## config.mk

```make
export PLATFORM = sky130hd
export DESIGN_NAME = seg7_pattern_decoder
export DESIGN_NICKNAME = d
export VERILOG_FILES = /design/src/rtl/seg7_pattern_decoder.sv
export SDC_FILE = /design/constraint.sdc
export NUM_CORES = 1
export LEC_CHECK = 0
export BUFFER_PORTS_ARGS = -buffer_cell sky130_fd_sc_hd__clkbuf_2
export CAP_MARGIN = 20
export CORE_MARGIN = 2
export CORE_UTILIZATION = 55
export DETAILED_ROUTE_END_ITERATION = 7
export HOLD_SLACK_MARGIN = 0.02
export PLACE_DENSITY_LB_ADDON = 0.1
export SKIP_CTS_REPAIR_TIMING = 1
export SLEW_MARGIN = 20
export SYNTH_ARGS = -nofsm -noshare
export SYNTH_HDL_FRONTEND = slang
export SYNTH_SLANG_ARGS = --single-unit
```

## constraint.sdc

```tcl
create_clock -name clk -period 4.85 [get_ports clk]
set_input_delay 0.485 -clock clk [delete_from_list [all_inputs] [get_ports clk]]
set_output_delay 0.485 -clock clk [all_outputs]
set_load 0.02 [all_outputs]
```

## src/rtl/seg7_pattern_decoder.sv

```systemverilog
// Decodes a debounced active-low 7-segment pattern to a hex digit, delivers it on a
// valid/ready handshake and keeps a nibble history. Optional blank handling: SEG7_BLANK_DETECT_EN.
module seg7_pattern_decoder #(
  parameter int STABLE_CYCLES = 4,
  parameter int HIST_DIGITS   = 4
) (
  input  logic                     clk,
  input  logic                     reset,
  input  logic [6:0]               seg_in,
  input  logic                     out_ready,
  output logic                     out_valid,
  output logic [3:0]               out_data,
  output logic                     out_err,
  output logic                     overflow,
  output logic [4*HIST_DIGITS-1:0] history
);

  localparam int                HW        = 4 * HIST_DIGITS;
  localparam int                CW        = $clog2(STABLE_CYCLES + 1);
  localparam logic [CW-1:0]     C_MAX     = CW'(STABLE_CYCLES);
  localparam logic [CW-1:0]     C_HIT     = CW'(STABLE_CYCLES - 1);
  localparam logic [6:0]        SEG_BLANK = 7'h7F;
`ifdef SEG7_BLANK_DETECT_EN
  localparam logic              BLANK_EN  = 1'b1;
`else
  localparam logic              BLANK_EN  = 1'b0;
`endif

  typedef enum logic [1:0] {ST_WAIT, ST_EMIT, ST_HOLD} state_t;

  state_t          state_q, state_d;
  logic [6:0]      seg_q, seg_d;
  logic [6:0]      seg_prev_q, seg_prev_d;
  logic [6:0]      last_q, last_d;
  logic [CW-1:0]   count_q, count_d;
  logic            out_valid_q, out_valid_d;
  logic [3:0]      out_data_q, out_data_d;
  logic            out_err_q, out_err_d;
  logic            overflow_q, overflow_d;
  logic [HW-1:0]   history_q, history_d;
  logic [HW-1:0]   hist_shift;
  logic [4:0]      dec;
  logic            same, hit, blank;

  // Returns {err, data}; unknown codes give err=1, data=0.
  function automatic logic [4:0] seg_decode(input logic [6:0] s);
    logic [4:0] r;
    case (s)
      7'h40:        r = 5'h00;
      7'h79:        r = 5'h01;
      7'h24:        r = 5'h02;
      7'h30:        r = 5'h03;
      7'h19:        r = 5'h04;
      7'h12:        r = 5'h05;
      7'h02:        r = 5'h06;
      7'h78, 7'h58: r = 5'h07;
      7'h00:        r = 5'h08;
      7'h10:        r = 5'h09;
      7'h08:        r = 5'h0A;
      7'h03:        r = 5'h0B;
      7'h46:        r = 5'h0C;
      7'h21:        r = 5'h0D;
      7'h06:        r = 5'h0E;
      7'h0E:        r = 5'h0F;
      default:      r = 5'h10;
    endcase
    return r;
  endfunction

  always_comb begin
    seg_d       = seg_in;
    seg_prev_d  = seg_q;
    state_d     = state_q;
    last_d      = last_q;
    out_valid_d = out_valid_q;
    out_data_d  = out_data_q;
    out_err_d   = out_err_q;
    overflow_d  = overflow_q;
    history_d   = history_q;
    dec         = seg_decode(seg_q);
    same        = (seg_q == seg_prev_q);
    count_d     = '0;
    if (same) count_d = (count_q == C_MAX) ? count_q : count_q + CW'(1);
    // The counter passes through C_HIT only once per run, so a held pattern triggers once.
    hit         = (count_d == C_HIT);
    blank       = BLANK_EN && (seg_q == SEG_BLANK);
    hist_shift       = history_q << 4;
    hist_shift[3:0]  = out_data_q;

    case (state_q)
      ST_WAIT, ST_HOLD: begin
        if (hit) begin
          if (blank) begin
            state_d = ST_HOLD;
            last_d  = SEG_BLANK;
          end else if (seg_q == last_q) begin
            state_d = ST_HOLD;
          end else begin
            state_d                 = ST_EMIT;
            out_valid_d             = 1'b1;
            {out_err_d, out_data_d} = dec;
            last_d                  = seg_q;
          end
        end else if (state_q == ST_HOLD && !same) begin
          state_d = ST_WAIT;
        end
      end
      ST_EMIT: begin
        if (hit) begin
          if (blank) last_d = SEG_BLANK;
          else if (seg_q != last_q) overflow_d = 1'b1;
        end
        if (out_ready) begin
          out_valid_d = 1'b0;
          if (!out_err_q) history_d = hist_shift;
          state_d = (seg_q != last_q) ? ST_WAIT : ST_HOLD;
        end
      end
      default: state_d = ST_WAIT;
    endcase
  end

  always_ff @(posedge clk or posedge reset) begin
    if (reset) begin
      state_q     <= ST_WAIT;
      seg_q       <= SEG_BLANK;
      seg_prev_q  <= SEG_BLANK;
      last_q      <= SEG_BLANK;
      count_q     <= '0;
      out_valid_q <= 1'b0;
      out_data_q  <= 4'h0;
      out_err_q   <= 1'b0;
      overflow_q  <= 1'b0;
      history_q   <= '0;
    end else begin
      state_q     <= state_d;
      seg_q       <= seg_d;
      seg_prev_q  <= seg_prev_d;
      last_q      <= last_d;
      count_q     <= count_d;
      out_valid_q <= out_valid_d;
      out_data_q  <= out_data_d;
      out_err_q   <= out_err_d;
      overflow_q  <= overflow_d;
      history_q   <= history_d;
    end
  end

  assign out_valid = out_valid_q;
  assign out_data  = out_data_q;
  assign out_err   = out_err_q;
  assign overflow  = overflow_q;
  assign history   = history_q;

endmodule

```

Word-level counts from Yosys, hierarchy flattened

Cells that the tools add are included.

Output and inout port bits: 23
Latch bits: 0
RAM bits: 0
Flip-flop bits (word level): 49
Input bits: 10
Memories kept: 0
Logic and storage cells: 65
Bits in read-only memories: 0

Add/subtract/negate cells: 1
Shifts and indexed selects: 0
$mul: 0
Order comparisons: 0
Reductions and logical operators: 12
Divide/modulo/power cells: 0
Equal/unequal tests: 27
Bitwise logic cells: 2
Mux-type cells: 13

Operators by type and width:

| kind                                                 | count |
|---|---|
| one-hot mux 5 bit (16 select lines)                  | 1 |
| equality test 7 bit (second input constant)          | 5 |
| equality test 7 x 5 -> 1 bit (second input constant) | 3 |
| equality test 7 x 6 -> 1 bit (second input constant) | 3 |
| equality test 7 x 2 -> 1 bit (second input constant) | 2 |
| equality test 7 x 4 -> 1 bit (second input constant) | 2 |
| equality test 7 bit                                  | 2 |
| two-way mux 2 bit                                    | 5 |
| AND reduction 3 bit                                  | 3 |
| equality test 7 x 3 -> 1 bit (second input constant) | 1 |
| zero test 7 bit                                      | 1 |
| inequality test 7 bit                                | 1 |
| two-way mux 3 bit                                    | 2 |
| inequality test 2 bit (second input constant)        | 3 |
| one-hot mux 2 bit (2 select lines)                   | 1 |
| AND reduction 4 bit                                  | 1 |
| OR reduction 2 bit                                   | 2 |
| adder 3 x 1 -> 3 bit (second input constant)         | 1 |
| equality test 3 x 2 -> 1 bit (second input constant) | 1 |
| equality test 3 bit (second input constant)          | 1 |
| two-way mux 1 bit                                    | 3 |
| inequality test 3 bit (second input constant)        | 1 |
| equality test 2 x 1 -> 1 bit (second input constant) | 1 |
| equality test 2 bit (second input constant)          | 1 |
| 7 further kinds                                      | 8 |

Logic depth before layout (Yosys ltp)

Gate-level depths: netlist (run 1).

Word-level depth: 6
Depth in mapped cells: 8
Depth with buffers taken out: 7

Worst setup path before layout (run 1)

OpenSTA, ideal clock, no wires.

Path type: reg-to-reg
Start: reg count_q[0]
End: reg out_data_q[0] (netlist: out_data[0])
Required time: 4725 ps
Data arrival time: 2130 ps
Stages on the path, launching flop included: 9
Path slack: 2595 ps
Clock period less this slack: 2255 ps
Setup time: 125 ps
Path buffers: 1
Cell sequence: dfrtp_1 -> inv_1 -> ha_1 -> nand3b_1 -> o21ai_0 -> or3b_2 -> nor4_4 -> buf_6 -> mux2_4

Cells in the longest elaborated chain, start to end: 5
Elaborated cells on any way between the ends: 6
Classes of those cells: 1 x add/sub; 2 x eq/ne; 2 x mux; 1 x reduce/logical

RTL lines:

| item                                                        | RTL line | RTL |
|---|---|---|
| start: declaration                                          | 35       | `logic [CW-1:0] count_q, count_d;` |
| start signal: assignment                                    | 140      | `count_q <= count_d;` |
| adder 3 x 1 -> 3 bit or equality test 3 bit (tied branches) | 83       | `if (same) count_d = (count_q == C_MAX) ? count_q : count_q + CW'(1);` |
| two-way mux 3 bit * (2 in a row)                            | 83       |  |
| equality test 3 x 2 -> 1 bit *                              | 85       | `hit = (count_d == C_HIT);` |
| AND reduction 3 bit (no line) *                             | n/a      |  |
| end signal: assignment                                      | 142      | `out_data_q <= out_data_d;` |
| end: declaration                                            | 37       | `logic [3:0] out_data_q, out_data_d;` |

Mark *: on every way between the ends. The rest lies on a longest branch, timed or not.
A chain may end at the register's enable or synchronous reset.

Worst setup path after layout (run 1)

Start: reg count_q[0]
End: reg last_q[4]

Cells in the longest elaborated chain, start to end: 5
Elaborated cells on any way between the ends: 6
Classes of those cells: 1 x add/sub; 2 x eq/ne; 2 x mux; 1 x reduce/logical

RTL lines:

| item                                                        | RTL line | RTL |
|---|---|---|
| adder 3 x 1 -> 3 bit or equality test 3 bit (tied branches) | 83       |  |
| two-way mux 3 bit * (2 in a row)                            | 83       |  |
| equality test 3 x 2 -> 1 bit *                              | 85       |  |
| AND reduction 3 bit (no line) *                             | n/a      |  |
| end signal: assignment                                      | 139      | `last_q <= last_d;` |
| end: declaration                                            | 34       | `logic [6:0] last_q, last_d;` |

Marks and branches as above.

==> results of run 1 <==
==> registers in the layout, summed over array words and instances (netlist names) <==
signal,count
last_q,7
overflow,1
out_valid,1
state_q,2
out_data,4
seg_prev_d,7
count_q,3
seg_prev_q,7
history,16
out_err,1
==> synth_stat cells (all sizes together) (5+ instances only) <==
cell    number  area [um2]
nand2        7        26.3
o21ai        5        25.0
nor4         5        67.6
a21oi        5        25.0
inv          5        18.8
xnor2        9        78.8
mux2        28         349
clkbuf       8        30.0
dfstp       21         552
dfrtp       28         701
xor2         7        61.3
nor2        12        45.0
==> kinds of logic after synthesis <==
kind of cell	count (synthesis)	synth area share
fa+ha+maj	2	0.0107
xor+xnor	16	0.0601
flops	49	0.537
simple gates	51	0.146
buf+inv	17	0.0349
mux	29	0.154
compound gates	20	0.0569
==> layout by cell type, fill, tap and decap left out, types with 2 or more instances in the layout <==
master	Yosys	routed
ha_1	2	2
clkbuf_8	0	6
mux2_4	9	9
or3_1	3	3
dfstp_2	21	21
o21ai_0	5	5
nand4_1	2	2
nand2_1	7	7
or3b_2	2	2
a21o_1	3	3
nor2_1	12	11
nor4_1	2	2
xor2_1	7	7
nor4bb_1	2	2
nor2b_1	3	3
xnor2_1	9	9
a21oi_1	5	5
nor3_1	4	4
nor4_4	2	2
dfrtp_1	28	28
inv_1	5	4
clkbuf_2	0	32
mux2_2	19	19
==> cell type report <==
| type | count | area share |
|---|---|---|
| clock buffers | 7 | 0.0327 |
| flip-flops and latches | 49 | 0.475 |
| repair buffers | 33 | 0.0712 |
| multi-input cells | 118 | 0.379 |
| inverters | 5 | 0.00712 |
| clock inverters | 1 | 0.0114 |
| well taps | 50 | 0.0237 |
==> routing by layer <==
layer	track usage	vias to the layer above	share of wire
li1	-	699	-
met1	0.251	716	0.45
met2	0.298	31	0.50
met3	0.0365	7	0.032
met4	0.0850	0	0.019
met5	0	-	0
==> report_power, final <==
part           internal [mW]  switching (mW)
Sequential             0.420          0.0151
Combinational         0.0185          0.0228
Clock                  0.168           0.129
Total                  0.607           0.166
==> worst reg2reg max path: cells and delay by family (launching register included) <==
family / cells / cell delay [ns]
multiplexers: 1 / 0.43
AO/OA/AOI/OAI: 1 / 0.15
adder cells (fa/ha/maj): 1 / 0.22
AND/OR/NAND/NOR: 3 / 1.47
flip-flops: 1 / 0.44
buffers and inverters: 1 / 0.09
==> metrics by stage <==
stage	cells	power [mW]	area [um2]
after floorplan	184	0.471	2330
after global placement	254	0.479	2490
after detailed placement	254	0.482	2490
after CTS	262	0.778	2610
after global routing	263	0.810	2640
final	263	0.773	2640
==> worst min path at each step <==
stage / start / to / slack (ns) / cells after the start
finish: reset / state_q[1] / 0.24 / 2
detailed placement: overflow / overflow / 0.45 / 1
global placement: overflow / overflow / 0.44 / 1
global route: seg_in[2] / seg_prev_d[2] / 0.23 / 1
CTS: seg_in[2] / seg_prev_d[2] / 0.24 / 1
floorplan: seg_prev_d[0] / seg_prev_q[0] / 0.35 / 0
==> impl_metrics.yaml, run 1 <==
outcome:
  run_status: "completed"
floorplan:
  die_height_um: 69.1
  floorplan.die_area_um2: 4770
  initial_core_util: 0.579
  die_width_um: 69.1
  io_pins: 33
  coreArea_um2: 4030
  core.rowCount: 23
synthesis:
  syn-instance-count: 184
  yosys_warnings: 0
  dominantRegCellSynth: "dfrtp_1"
  synth-async-reset-ratio: 1.00
  synth-seq-area-share: 0.537
  synth_cell_type_count: 44
  ys_seq_elements: 49
  synth_area_um2: 2330
  syn_area_per_cell_um2: 12.7
  number_of_synthesized_flops_with_an_enable_pin: 0
  syn_nets: 196
finish:
  layout-area-overhead-vs-synth_pct: 13.2
  filler_cells_inserted: 324
  num-nets-final: 224
  multi_input_area_um2: 1000
  final_util: 0.655
  fraction_of_layout_instances_using_a_drive_strength_above_1: 0.460
  register_area_um2: 1250
  n_antenna_cell: 0
timing:
  rsz0062_at_grt: "no"
  fin_hold_ws_ns: 0.236
  min_tclk_post_route_ns: 2.86
  final_setup_margin_ns: 1.99
  drv_slew: 0
  final_hold_viol_count: 0
  slew_headroom: 0.310
  highest_attainable_clock_frequency_mhz: 350
  report.final.setup_viol: 0
  finalSetupTns_ns: 0
  tightestPinTransition_ns: 1.03
  min_period_over_period: 0.589
  final.setup_skew_ns: 0.00881
setup_path:
  worst_case_register_to_register_setup_slack_ns: 1.99
  crit_path_start: "count_q[0]"
  critical_path.max_stage_delay_ns: 0.79
  cp.depth: 7
  timing.critical_path.cells: "inv_1 > ha_1 > nand3b_1 > o21ai_0 > or3b_2 > nor4_4 > mux2_2"
  crit_path_start_kind: "flip-flop"
  timing.critical_path.slowest_stage_cell: "nor4_4"
  cp_data_required_time_ns: 5.08
  critical_path.top_delay_family: "simple AND/OR/NAND/NOR gates"
  worstSetupEndpoint: "last_q[4]"
  reg2reg_to: "last_q[4]"
  worst_r2r_startpoint: "count_q[0]"
  criticalPathCategory: "flip-flop to flip-flop"
  timing.reg2reg.worst_path_depth: 7
  critPathCaptureType: "flip-flop"
  cp_data_arrival_time_ns: 3.09
  cp.buffers_inverters: 1
  cp_max_fo: 13
placement:
  place.gp.congestion: 0.734
  place.detailed.hpwl_mm: 2.89
  placement.io_buffers: 32
  dp_worst_setup_slack_ns: 2.01
drt:
  via_count: 1453
  post_drt_wl_per_cell_um: 15.8
  detailedRoute.firstIterationViolations: 69
  finalWirelength_mm: 4.17
  post_detailed_route_via_to_cell_ratio: 5.52
  drt_pass1_iterations: 4
  drc_errors: 0
  detail-route-antenna-nets: 0
clocking:
  cts-htree-levels: 2
  clk_pin_slew_ns: 0.09
  cts_sinks: 49
  cts_made_buffers: 5
  cts.root.buffer_cell: "clkbuf_8"
  clock_tree_from_tritoncts: "done"
  clkLatencyLatePin_ns: 0.30
  cts_buffer_depth: 2
global_routing:
  globalRoute.totalOverflow: 0
  initial_antenna_violation_count: 0
  grt.total_usage: 0.188
  grt_pass1_vias: 1465
  wire_length_of_the_first_global_routing_pass_mm: 7.14
  grt_max_degree: 50
flow_run:
  max_capacitance_violation_count: 0
hold_path:
  hold_path_class: "input port to async pin"
power_and_ir_drop:
  p_per_area_nw_per_um2: 293
  power.leakage_nw: 1.23
  ir_drop_mv: 0.238
(Power assumes the default switching activity.)
==> run 2: changes to the inputs <==
Settings changed: CORE_UTILIZATION 55 to 51.
Clock period 4.85 ns to 2.6 ns, I/O delays scaled along.
==> run 2 against run 1 <==
Net effect: routed wire length is 2.7% lower; design area is 1.1% higher; clock power is 49% higher; largest power group unchanged.
==> impl_metrics.yaml, run 2 (synthesis results as in run 1) <==
finish:
  layout.cells.most_common: "clkbuf_2"
  num-nets-final: 232
  fraction_of_layout_instances_using_a_drive_strength_above_1: 0.457
  largest_reg_flops: 16
  finalNonFillerCells: 273
  layout-area-overhead-vs-synth_pct: 14.4
  most_frequent_cells_in_the_layout: "32 x clkbuf_2, 28 x dfrtp_1, 21 x dfstp_2"
  n_antenna_cell: 0
setup_path:
  critical_path.max_stage_delay_ns: 0.52
  worst_case_register_to_register_setup_slack_ns: 0.21
  critPathCaptureType: "flip-flop"
  cp_data_required_time_ns: 2.83
  criticalPathCategory: "flip-flop to flip-flop"
  reg2reg_to: "last_q[5]"
  cp_data_arrival_time_ns: 2.62
  crit_path_start_kind: "flip-flop"
  timing.critical_path.slowest_stage_cell: "or3b_2"
  timing.critical_path.cells: "inv_1 > ha_1 > nand3b_1 > o21ai_0 > or3b_2 > nor4_4 > buf_4 > mux2_2"
  timing.reg2reg.worst_path_depth: 8
  cp_max_fo: 13
  cp.buffers_inverters: 2
  critical_path.top_delay_family: "simple AND/OR/NAND/NOR gates"
  worst_r2r_startpoint: "count_q[0]"
timing:
  finalSetupTns_ns: 0
  drv_slew: 0
  min_tclk_post_route_ns: 2.39
  tightestPinTransition_ns: 0.809
  final_setup_margin_ns: 0.210
  final_hold_viol_count: 0
  min_period_over_period: 0.919
  final.setup_skew_ns: 0.00790
  rsz0062_at_grt: "no"
  highest_attainable_clock_frequency_mhz: 418
  slew_headroom: 0.460
  report.final.setup_viol: 0
floorplan:
  floorplan.die_area_um2: 5130
  core.rowCount: 24
  initial_core_util: 0.532
  die_height_um: 71.6
  die_width_um: 71.6
  coreArea_um2: 4380
  io_pins: 33
clocking:
  clkLatencyLatePin_ns: 0.30
  cts-htree-levels: 2
  clk_pin_slew_ns: 0.09
  cts.root.buffer_cell: "clkbuf_8"
  cts_made_buffers: 5
  cts_sinks: 49
  cts_buffer_depth: 2
  clock_tree_from_tritoncts: "done"
power_and_ir_drop:
  ir_drop_mv: 0.294
  power.share.switching: 0.242
  p_per_area_nw_per_um2: 501
  p_switching_mw: 0.323
  internal_power_summed_over_all_cells_mw: 1.01
  power.leakage_nw: 1.25
  seq_power_share: 0.604
  combinationalPowerShare: 0.064
  p_clk_frac: 0.332
drt:
  detailedRoute.firstIterationViolations: 45
  detail-route-antenna-nets: 0
  drc_errors: 0
  post_detailed_route_via_to_cell_ratio: 5.59
  finalWirelength_mm: 4.05
  post_drt_wl_per_cell_um: 14.8
  via_count: 1525
  drt_pass1_iterations: 4
placement:
  place.detailed.hpwl_mm: 2.82
  place.detailed.instances: 260
  dp_worst_setup_slack_ns: 0.219
  place.gp.congestion: 0.782
  placement.io_buffers: 32
global_routing:
  wire_length_of_the_first_global_routing_pass_mm: 7.01
  initial_antenna_violation_count: 0
  globalRoute.totalOverflow: 0
  grt.total_usage: 0.176
  grt_pass1_vias: 1510
  grt_max_degree: 50
hold_path:
  endpoint_of_the_worst_hold_path: "seg_prev_d[6]"
  min_from: "seg_in[6]"
  hold_path_class: "input port to flip-flop"
  whs_path_depth: 1
flow_run:
  max_capacitance_violation_count: 0
outcome:
  run_status: "completed"
-- run 2: cell types whose count changed in the layout (fill, tap and decap cells not counted), sizes merged --
| cell | delta |
|---|---|
| inv | -1 |
| clkbuf | -2 |
| clkinv | +4 |
| bufinv | -1 |
| dlygate4sd3 | +5 |
| buf | +3 |
-- run 2: final cells by class --
cell class / instances / area [um2]
Multi-Input combinational cell: 118 / 997
Sequential cell: 49 / 1250
Tap cell: 52 / 65.1
Clock buffer: 5 / 68.8
Clock inverter: 3 / 22.5
Fill cell: 369 / 1720
Inverter: 5 / 20.0
Timing Repair Buffer: 41 / 240
-- run 2: power by group through the flow --
stage	clock [mW]	combinational (mW)	sequential [mW]
floorplan	0	0.0732	0.805
global placement	0	0.0770	0.819
detailed placement	0	0.0803	0.821
CTS	0.462	0.0805	0.807
global route	0.502	0.0943	0.811
finish	0.443	0.0849	0.807
-- run 2: worst register-to-register path, delay by kind of cell (launching register included) --
| family | cells | cell delay, ns |
|---|---|---|
| flops | 1 | 0.44 |
| simple gates | 3 | 0.81 |
| compound gates | 1 | 0.11 |
| buf+inv | 2 | 0.37 |
| mux | 1 | 0.37 |
| fa+ha+maj | 1 | 0.22 |
-- run 2: routing by layer --
| layer | up-vias | global-route usage | wire length [um] |
|---|---|---|---|
| met3 | 10 | 0.0520 | 147 |
| met2 | 29 | 0.267 | 1990 |
| li1 | 715 | - | - |
| met4 | 0 | 0.0797 | 91 |
| met1 | 771 | 0.234 | 1820 |
| met5 | - | 0 | 0 |
-- run 2: how the worst max path moves through the flow --
stage | to | cells after the start | startpoint | slack [ns]
after CTS | last_q[5] | 8 | count_q[0] | 0.20
after global placement | out_data[0] | 8 | count_q[0] | 0.33
after detailed placement | last_q[5] | 8 | count_q[0] | 0.22
final | last_q[5] | 8 | count_q[0] | 0.21
after floorplan | out_data[0] | 8 | count_q[0] | 0.35
after global routing | last_q[5] | 8 | count_q[0] | 0.07
-- run 2: through the flow --
step,total power [mW],hold slack (ns),utilization,cell area (um2)
after detailed placement,0.901,0.349,0.576,2520
after global placement,0.896,0.348,0.576,2520
after floorplan,0.878,0.264,-,2330
final,1.34,0.0353,0.608,2670
after global routing,1.41,0.0179,0.608,2670
after CTS,1.35,0.0196,0.596,2620
==> run 3: changes to the inputs <==
Settings changed: RECOVER_POWER from default to 100.
==> run 3 against run 2 <==
Net effect: die area unchanged; design area down 2.2%; critical path depth unchanged; largest power group unchanged; combinational power down 2%; non-clock buffer count unchanged; routed wire length up 0.39%; clock power about the same; the flow now finishes with violations (capacitance limit, slew limit); core utilization down 1.3 points; final cell count unchanged; sequential power about the same; fmax up 0.26%.
==> impl_metrics.yaml, run 3 (synthesis results as in run 1) <==
drt:
  post_detailed_route_via_to_cell_ratio: 5.56
  via_count: 1518
  drc_errors: 0
  drt_pass1_iterations: 4
  detailedRoute.firstIterationViolations: 40
  detail-route-antenna-nets: 0
  post_drt_wl_per_cell_um: 14.9
  finalWirelength_mm: 4.07
setup_path:
  cp_data_arrival_time_ns: 2.58
  cp_max_fo: 13
  cp.buffers_inverters: 2
  critPathCaptureType: "flip-flop"
  cp_data_required_time_ns: 2.79
  critical_path.top_delay_family: "simple AND/OR/NAND/NOR gates"
  critical_path.max_stage_delay_ns: 0.52
  crit_path_start_kind: "flip-flop"
  criticalPathCategory: "flip-flop to flip-flop"
  timing.critical_path.cells: "inv_1 > ha_1 > nand3b_1 > o21ai_0 > or3b_2 > nor4_4 > buf_4 > mux2_1"
  timing.critical_path.slowest_stage_cell: "or3b_2"
finish:
  layout-area-overhead-vs-synth_pct: 11.9
  filler_cells_inserted: 378
  n_antenna_cell: 0
  fraction_of_layout_instances_using_a_drive_strength_above_1: 0.299
  num-nets-final: 232
  finished_cell_area_um2: 2610
  finalNonFillerCells: 273
  most_frequent_cells_in_the_layout: "28 x dfrtp_1, 25 x clkbuf_1, 19 x mux2_2"
  final_util: 0.595
  largest_reg_flops: 16
  layout.cells.most_common: "dfrtp_1"
placement:
  detailed_place.area_um2: 2520
  place.gp.congestion: 0.782
  placement.io_buffers: 32
  place.detailed.hpwl_mm: 2.82
  place.detailed.instances: 260
floorplan:
  core.rowCount: 24
  io_pins: 33
  die_width_um: 71.6
  die_height_um: 71.6
  initial_core_util: 0.532
  floorplan.die_area_um2: 5130
  coreArea_um2: 4380
outcome:
  run_status: "complete, but fails checks"
  violations: "capacitance limit, slew limit"
global_routing:
  initial_antenna_violation_count: 0
  grt_pass1_vias: 1510
  wire_length_of_the_first_global_routing_pass_mm: 7.01
  grt_max_degree: 50
  grt.total_usage: 0.176
  globalRoute.totalOverflow: 0
clocking:
  cts_sinks: 49
  clkLatencyLatePin_ns: 0.30
  cts_made_buffers: 5
  clk_pin_slew_ns: 0.09
  cts.root.buffer_cell: "clkbuf_8"
  cts_buffer_depth: 2
  cts-htree-levels: 2
  clock_tree_from_tritoncts: "done"
timing:
  rsz0062_at_grt: "no"
  finalSetupTns_ns: 0
  highest_attainable_clock_frequency_mhz: 419
  report.final.setup_viol: 0
  final_hold_viol_count: 0
  min_tclk_post_route_ns: 2.38
  drv_slew: 50
  final.setup_skew_ns: 0.00822
  min_period_over_period: 0.917
  slew_headroom: -0.376
  tightestPinTransition_ns: 2.05
power_and_ir_drop:
  p_per_area_nw_per_um2: 510
  seq_power_share: 0.606
  p_clk_frac: 0.332
  internal_power_summed_over_all_cells_mw: 1.01
  combinationalPowerShare: 0.063
  power.share.switching: 0.241
  power.leakage_nw: 1.15
  report.power.total_mw: 1.33
  ir_drop_mv: 0.302
  p_switching_mw: 0.320
flow_run:
  max_capacitance_violation_count: 1
hold_path:
  hold_path_class: "input port to flip-flop"
## run 3: cell types whose count changed in the layout (fill, tap and decap cells not counted)
cell	change
clkbuf_1	+25
clkbuf_2	-23
mux2_1	+6
mux2_4	-6
dfstp_1	+4
dfstp_2	-4
buf_4	-2
clkinv_2	-1
clkinvlp_2	+1
## run 3: power groups by stage
stage	sequential (mW)	combinational [mW]	clock, mW
after global routing	0.810	0.0931	0.502
after detailed placement	0.821	0.0803	0
after global placement	0.819	0.0770	0
after floorplan	0.805	0.0732	0
after CTS	0.807	0.0805	0.462
final	0.806	0.0835	0.441
## run 3: final cells by class
| type | instances | area [um2] | share of cell area |
|---|---|---|---|
| Sequential cell | 49 | 1250 | 0.480 |
| Clock buffer | 5 | 68.8 | 0.0264 |
| Multi-Input combinational cell | 118 | 975 | 0.374 |
| Inverter | 5 | 20.0 | 0.00768 |
| Clock inverter | 3 | 22.5 | 0.00864 |
| Timing Repair Buffer | 41 | 204 | 0.0782 |
| Tap cell | 52 | 65.1 | 0.0250 |
## run 3: worst paths after layout
kind | start | endpoint | slack (ns) | depth (start not counted)
min | seg_in[1] | seg_prev_d[1] | 0.04 | 1
min reg2reg | seg_prev_d[5] | seg_prev_q[5] | 0.41 | 0
min in group asynchronous | reset | history[6] | 0.46 | 2
max reg2reg | count_q[0] | out_data[2] | 0.22 | 8
max | count_q[0] | out_data[2] | 0.22 | 8
max in group asynchronous | reset | count_q[2] | 1.19 | 2
## run 3: through the flow
step,hold WS [ns],setup slack (ns)
finish,0.0418,0.216
global route,0.0235,0.0345
global placement,0.348,0.330
CTS,0.0196,0.200
floorplan,0.264,0.345
detailed placement,0.349,0.219
## run 3: routing by layer
layer / part of all wire / routed length (um) / up-vias / track usage
met3: 0.038 / 153 / 12 / 0.0520
met2: 0.49 / 1980 / 31 / 0.267
li1: - / - / 714 / -
met5: 0 / 0 / - / 0
met4: 0.023 / 94 / 0 / 0.0797
met1: 0.45 / 1840 / 761 / 0.234
